<file path="src/rtl/camara_captura.sv">
// Camera capture front end: drives Xclk/Reset/PWDN to the sensor, samples the
// sensor bus in the clk domain and turns it into linear framebuffer writes.
module camara_captura #(
  parameter int unsigned H_PIX       = 160,
  parameter int unsigned V_LIN       = 120,
  parameter int unsigned XCLK_DIV    = 2,
  parameter int unsigned RST_CYC     = 16,
  parameter int unsigned SYNC_STAGES = 2,
  parameter int unsigned ADDR_W      = 15
) (
  input  logic              clk,
  input  logic              rst,
  input  logic              Vsync,
  input  logic              Href,
  input  logic              Pclk,
  input  logic [7:0]        Imagen,
  input  logic [1:0]        modo,
  input  logic              captura_en,
  input  logic              pwdn_req,
  output logic              Xclk,
  output logic              Reset,
  output logic              PWDN,
  output logic              px_valid,
  output logic [ADDR_W-1:0] px_addr,
  output logic [15:0]       px_data,
  output logic              frame_done,
  output logic              frame_ok,
  output logic              ocupado
);

  localparam int unsigned XHALF = XCLK_DIV / 2;
  localparam int unsigned XCW   = $clog2(XHALF + 1);
  localparam int unsigned RCW   = $clog2(RST_CYC + 1);
  localparam int unsigned COLW  = $clog2(H_PIX + 1);
  localparam int unsigned LINW  = $clog2(V_LIN + 2);
  localparam int unsigned LAST  = SYNC_STAGES - 1;

  typedef enum logic [1:0] {ESPERA, SINC, CAPTURA} estado_t;

  // Sensor control outputs
  logic [XCW-1:0] xcnt_q;
  logic           xclk_q;
  logic [RCW-1:0] rcnt_q;
  logic           reset_q;
  logic           pwdn_q;

  always_ff @(posedge clk) begin
    if (rst) begin
      xcnt_q  <= '0;
      xclk_q  <= 1'b0;
      rcnt_q  <= '0;
      reset_q <= 1'b0;
      pwdn_q  <= 1'b0;
    end else begin
      pwdn_q <= pwdn_req;
      if (xcnt_q == XCW'(XHALF - 1)) begin
        xcnt_q <= '0;
        xclk_q <= ~xclk_q;
      end else begin
        xcnt_q <= xcnt_q + XCW'(1);
      end
      if (!reset_q) begin
        if (rcnt_q == RCW'(RST_CYC - 1)) reset_q <= 1'b1;
        rcnt_q <= rcnt_q + RCW'(1);
      end
    end
  end

  // Input synchronisers plus one extra sample of the 1-bit strobes for edges
  logic [SYNC_STAGES-1:0] pclk_sr, href_sr, vsync_sr;
  logic [7:0]             img_sr [SYNC_STAGES];
  logic                   pclk_prev_q, href_prev_q, vsync_prev_q;

  always_ff @(posedge clk) begin
    if (rst) begin
      pclk_sr      <= '0;
      href_sr      <= '0;
      vsync_sr     <= '0;
      pclk_prev_q  <= 1'b0;
      href_prev_q  <= 1'b0;
      vsync_prev_q <= 1'b0;
      for (int unsigned i = 0; i < SYNC_STAGES; i++) img_sr[i] <= 8'h00;
    end else begin
      pclk_sr[0]  <= Pclk;
      href_sr[0]  <= Href;
      vsync_sr[0] <= Vsync;
      img_sr[0]   <= Imagen;
      for (int unsigned i = 1; i < SYNC_STAGES; i++) begin
        pclk_sr[i]  <= pclk_sr[i-1];
        href_sr[i]  <= href_sr[i-1];
        vsync_sr[i] <= vsync_sr[i-1];
        img_sr[i]   <= img_sr[i-1];
      end
      pclk_prev_q  <= pclk_sr[LAST];
      href_prev_q  <= href_sr[LAST];
      vsync_prev_q <= vsync_sr[LAST];
    end
  end

  logic       pclk_rise, href_s, href_fall, vs_rise, vs_fall;
  logic [7:0] img_s;

  assign img_s     = img_sr[LAST];
  assign href_s    = href_sr[LAST];
  assign pclk_rise = pclk_sr[LAST] & ~pclk_prev_q;
  assign href_fall = ~href_s & href_prev_q;
  assign vs_rise   = vsync_sr[LAST] & ~vsync_prev_q;
  assign vs_fall   = ~vsync_sr[LAST] & vsync_prev_q;

  // Capture state
  estado_t           state_q, state_d;
  logic [1:0]        modo_q, modo_d;
  logic [7:0]        hi_q, hi_d;
  logic              fase_q, fase_d;
  logic [COLW-1:0]   col_q, col_d;
  logic [LINW-1:0]   lin_q, lin_d;
  logic [ADDR_W-1:0] base_q, base_d;
  logic              line_bad_q, line_bad_d;
  logic              frame_bad_q, frame_bad_d;
  logic              px_valid_q, px_valid_d;
  logic [ADDR_W-1:0] px_addr_q, px_addr_d;
  logic [15:0]       px_data_q, px_data_d;
  logic              frame_done_q, frame_done_d;
  logic              frame_ok_q, frame_ok_d;
  logic              ocupado_q, ocupado_d;

  always_ff @(posedge clk) begin
    if (rst) begin
      state_q      <= ESPERA;
      modo_q       <= 2'b00;
      hi_q         <= 8'h00;
      fase_q       <= 1'b0;
      col_q        <= '0;
      lin_q        <= '0;
      base_q       <= '0;
      line_bad_q   <= 1'b0;
      frame_bad_q  <= 1'b0;
      px_valid_q   <= 1'b0;
      px_addr_q    <= '0;
      px_data_q    <= 16'h0000;
      frame_done_q <= 1'b0;
      frame_ok_q   <= 1'b0;
      ocupado_q    <= 1'b0;
    end else begin
      state_q      <= state_d;
      modo_q       <= modo_d;
      hi_q         <= hi_d;
      fase_q       <= fase_d;
      col_q        <= col_d;
      lin_q        <= lin_d;
      base_q       <= base_d;
      line_bad_q   <= line_bad_d;
      frame_bad_q  <= frame_bad_d;
      px_valid_q   <= px_valid_d;
      px_addr_q    <= px_addr_d;
      px_data_q    <= px_data_d;
      frame_done_q <= frame_done_d;
      frame_ok_q   <= frame_ok_d;
      ocupado_q    <= ocupado_d;
    end
  end

  logic        emit;
  logic [15:0] word;
  logic [15:0] pix;

  // Next-state, byte assembly, line/frame bookkeeping
  always_comb begin
    state_d      = state_q;
    modo_d       = modo_q;
    hi_d         = hi_q;
    fase_d       = fase_q;
    col_d        = col_q;
    lin_d        = lin_q;
    base_d       = base_q;
    line_bad_d   = line_bad_q;
    frame_bad_d  = frame_bad_q;
    px_valid_d   = 1'b0;
    px_addr_d    = px_addr_q;
    px_data_d    = px_data_q;
    frame_done_d = 1'b0;
    frame_ok_d   = frame_ok_q;
    emit         = 1'b0;
    word         = 16'h0000;
    pix          = 16'h0000;

    case (state_q)
      ESPERA: begin
        if (vs_rise) state_d = SINC;
      end
      SINC: begin
        if (vs_fall) begin
          if (captura_en && !pwdn_q) begin
            state_d     = CAPTURA;
            modo_d      = modo;
            fase_d      = 1'b0;
            col_d       = '0;
            lin_d       = '0;
            base_d      = '0;
            line_bad_d  = 1'b0;
            frame_bad_d = 1'b0;
          end else begin
            state_d = ESPERA;
          end
        end
      end
      CAPTURA: begin
        if (pclk_rise && href_s) begin
          if (!modo_q[1]) begin
            if (!fase_q) begin
              hi_d   = img_s;
              fase_d = 1'b1;
            end else begin
              fase_d = 1'b0;
              emit   = 1'b1;
              word   = {hi_q, img_s};
            end
          end else begin
            emit = 1'b1;
            word = {8'h00, img_s};
          end
          pix = (modo_q == 2'b01) ? {8'h00, word[15:13], word[10:8], word[4:3]} : word;
          if (emit) begin
            if (col_q >= COLW'(H_PIX)) begin
              line_bad_d = 1'b1;
            end else if (lin_q >= LINW'(V_LIN)) begin
              frame_bad_d = 1'b1;
            end else begin
              px_valid_d = 1'b1;
              px_addr_d  = base_q + ADDR_W'(col_q);
              px_data_d  = pix;
            end
            if (col_q < COLW'(H_PIX)) col_d = col_q + COLW'(1);
          end
        end
        // Line close happens before the frame close below, so a coincident
        // Vsync rise sees the final line already counted.
        if (href_fall) begin
          col_d      = '0;
          fase_d     = 1'b0;
          line_bad_d = 1'b0;
          if ((!modo_q[1] && fase_q) || line_bad_q ||
              (col_q != '0 && col_q != COLW'(H_PIX)))
            frame_bad_d = 1'b1;
          if (col_q != '0) begin
            if (lin_q <= LINW'(V_LIN)) lin_d = lin_q + LINW'(1);
            if (lin_q < LINW'(V_LIN)) base_d = base_q + ADDR_W'(H_PIX);
          end
        end
        if (vs_rise) begin
          state_d      = ESPERA;
          frame_done_d = 1'b1;
          frame_ok_d   = (lin_d == LINW'(V_LIN)) && !frame_bad_d &&
                         (col_d == '0) && !fase_d && !line_bad_d;
        end
      end
      default: state_d = ESPERA;
    endcase

    ocupado_d = (state_d == CAPTURA);
  end

  assign Xclk       = xclk_q;
  assign Reset      = reset_q;
  assign PWDN       = pwdn_q;
  assign px_valid   = px_valid_q;
  assign px_addr    = px_addr_q;
  assign px_data    = px_data_q;
  assign frame_done = frame_done_q;
  assign frame_ok   = frame_ok_q;
  assign ocupado    = ocupado_q;

endmodule

</file>
<file path="config.mk">
export PLATFORM = sky130hd
export DESIGN_NAME = camara_captura
export DESIGN_NICKNAME = d
export VERILOG_FILES = /design/src/rtl/camara_captura.sv
export SDC_FILE = /design/constraint.sdc
export NUM_CORES = 1
export LEC_CHECK = 0
export BUFFER_PORTS_ARGS = -buffer_cell sky130_fd_sc_hd__buf_2
export CORE_ASPECT_RATIO = 0.5
export CORE_MARGIN = 2
export CORE_UTILIZATION = 24
export DETAILED_ROUTE_END_ITERATION = 7
export HOLD_SLACK_MARGIN = 0.1
export REMOVE_ABC_BUFFERS = 1
export SKIP_CTS_REPAIR_TIMING = 1
export SYNTH_ARGS = -nofsm -noshare
export SYNTH_HDL_FRONTEND = slang
export SYNTH_SLANG_ARGS = --single-unit
</file>
<file path="constraint.sdc">
create_clock -name clk -period 4.8 [get_ports clk]
set_clock_uncertainty 0.1 [all_clocks]
set_input_delay 0.24 -clock clk [delete_from_list [all_inputs] [get_ports clk]]
set_output_delay 0.24 -clock clk [all_outputs]
set_load 0.01 [all_outputs]
</file>
==> key figures <==
Die
  • Rows: 35
  • Total core area: 18700 µm²
  • Ports: 55
  • Starting Density: 24.9%
  • Die height: 102 µm
  • DIE AREA: 20600 µm²
  • Die width: 201 µm

Detailed routing
  • Routed vias/inst: 4.47
  • Post-Route WL: 10.3 mm
  • Antenna Nets Post-Route: 0
  • DRC Markers: 0
  • DR pass1 iterations: 5
  • DR WL/cell: 12.4 µm
  • Starting DRC count in detailed routing: 246
  • Via count: 3717

Clock network
  • Clk slew on worst S/H paths: 0.07 ns
  • CTS Buf Count: 9
  • CTS tree: done
  • Clock sinks: 109
  • Bufs on Longest Clock Path: 2
  • Max H-tree Level: 3
  • Root buffer cell: clkbuf_16
  • Worst-Skew Late Latency: 0.34 ns

Setup path
  • CP max FO: 21
  • Critical Path RT: 4.97 ns
  • Type of origin of the critical path: register
  • Crit end category: register
  • CP Class: reg -> reg
  • CP arrival: 3.18 ns

Synth
  • Synth cell types: 59
  • Post-synth top cells: dfxtp_1, nor2_1, nand2_1
  • Post-synth EDFFs: 0
  • Share of the synthesized area in the top cell type: 46.9%
  • Ys flop type: dfxtp_1
  • Sequential cell area fraction in the yosys report: 46.9%
  • Synth async-reset ratio: 0%
  • Post-synthesis register bit count: 109
  • Most common cell in the synthesized netlist: dfxtp_1
  • Synth area leader: dfxtp_1
  • Post-synthesis instance area: 4650 µm²
  • Syn_area_per_cell: 8.95 µm²
  • Ranking of synthesized cells by area: dfxtp_1, nor2_1, nor2b_1, nand2_1, a21oi_1
  • Warnings from Yosys: 0
  • Cell count after synthesis: 520

Pwr
  • Pwr Density: 312 nW/µm²
  • Leak: 2.03 nW
  • Worst VDD drop: 154 µV

Timing
  • Max-slew headroom: 30.7%
  • Final hold vios: 0
  • Setup TNS: 0 ns
  • Final min period: 3.01 ns
  • Final period util: 62.8%
  • RSZ-0062 raised after global routing: false
  • Fmax: 332 MHz
  • Final slew viol count: 0
  • Least-Margin Pin Slew: 1.04 ns
  • Finish-stage setup viols: 0

Layout
  • Final Util: 29.8%
  • Share of layout cells above drive strength 1: 13.6%
  • Area Growth Syn to Fin: 19.6%
  • Fill count: 1990
  • Ant diodes: 0
  • Final #Nets: 597

Global routing
  • GRT met1 Usage: 12.7%
  • Vias in the first global route: 3499
  • Gr usage total: 10.1%
  • GRT overflow: 0
  • Largest net degree at the start of global routing: 101
  • Initial antenna violation count: 0
  • First-pass GRT wire length: 17.2 mm
  • Busiest grt layer: met2
  • Routing usage on met3: 2.07%
  • Met2 usage: 17.5%

Status
  • Status: completed

Placement
  • Hpwl dp: 6.99 mm
  • Gpl congestion: 0.836
  • Number of buffers added on ports: 54

Hold path
  • Hold Path Class: reg -> reg

Job
  • Max-cap violation count: 0
-- cell usage in the layout (no fill, tap or decap), types with 10 or more instances in the layout --
cell / instances
nor2_1: 65
nor2b_1: 32
nand3_1: 16
mux2i_1: 13
dlygate4sd3_1: 14
nand2_1: 46
buf_2: 53
xnor2_1: 16
a221oi_1: 10
nor3_1: 23
ha_1: 12
dfxtp_1: 109
inv_1: 12
a21oi_1: 32
-- cell families (layout without fill, tap and decap cells) --
| logic type | Yosys count | in the layout | share of synthesized area (%) |
|---|---|---|---|
| xor+xnor | 23 | 23 | 4.33 |
| compound gates | 92 | 92 | 13.6 |
| buf+inv | 45 | 98 | 4.14 |
| mux | 14 | 14 | 3.04 |
| flops | 109 | 109 | 46.9 |
| fa+ha+maj | 13 | 13 | 3.44 |
| simple gates | 223 | 223 | 24.5 |
| other cells | 1 | 1 | 0.0806 |
-- power breakdown --
group / internal (mW) / total, mW / leakage [nW] / switching [mW]
combinational: 0.0249 / 0.0508 / 0.986 / 0.0259
clock: 0.424 / 0.763 / 0.155 / 0.339
sequential: 0.917 / 0.925 / 0.884 / 0.00787
total: 1.37 / 1.74 / 2.03 / 0.373
-- per-stage QoR --
step / worst slack [ns] / std cells / total power [mW] / hold WS [ns] / instance area, µm²
floorplan: 2.23 / 487 / 0.963 / 0.209 / 4510
global placement: 1.91 / 802 / 0.988 / 0.316 / 5120
detailed placement: 1.82 / 802 / 0.990 / 0.326 / 5120
CTS: 1.80 / 818 / 1.75 / -0.00662 / 5430
global route: 1.43 / 832 / 1.81 / 0.355 / 5570
finish: 1.79 / 832 / 1.74 / 0.339 / 5570
-- per-layer routing --
layer | vias to the layer above | part of all wire (%) | routed length [µm]
li1 | 1898 | - | -
met1 | 1761 | 47 | 4900
met2 | 46 | 48 | 4990
met3 | 12 | 2.8 | 286
met4 | 0 | 1.4 | 144
met5 | - | 0 | 0
-- worst paths after layout --
check	start	end	slack, ns	cells past startpoint
worst max-delay path	modo_q[1]	px_data[10]	1.79	8
worst min-delay path	img_sr[0][0]	img_sr[0][8]	0.34	1
worst max register to register	modo_q[1]	px_data[10]	1.79	8
worst min register to register	img_sr[0][0]	img_sr[0][8]	0.34	1
-- layout make-up --
| cell class | count | area (µm²) | share of cell area (%) |
|---|---|---|---|
| timing repair buffer | 70 | 428 | 7.69 |
| sequential | 109 | 2180 | 39.2 |
| clock inverter | 6 | 68.8 | 1.24 |
| tap | 259 | 324 | 5.82 |
| clock buffer | 10 | 239 | 4.29 |
| inverter | 12 | 45.0 | 0.809 |
| multi-input combinational | 366 | 2280 | 40.9 |
-- critical path, cell delays in order, from the launching register on --
cell and delay, ns:
dfxtp_1 0.42, inv_1 0.11, ha_1 0.22, nand4bb_1 0.28
nor2_1 0.54, and2_1 0.60, buf_4 0.36, nand3_1 0.12
a21oi_1 0.17
-- registers in the layout, summed over array words and instances, names as in the netlist, 2 cells and up --
| name | flops |
|---|---|
| lin_q | 7 |
| pclk_sr | 2 |
| rcnt_q | 5 |
| state_q | 2 |
| href_sr | 2 |
| img_sr | 16 |
| vsync_sr | 2 |
| modo_q | 2 |
| col_q | 8 |
| hi_q | 8 |
| px_data | 16 |
| px_addr | 15 |
| base_q | 10 |
Power figures use the tool's default switching activity.
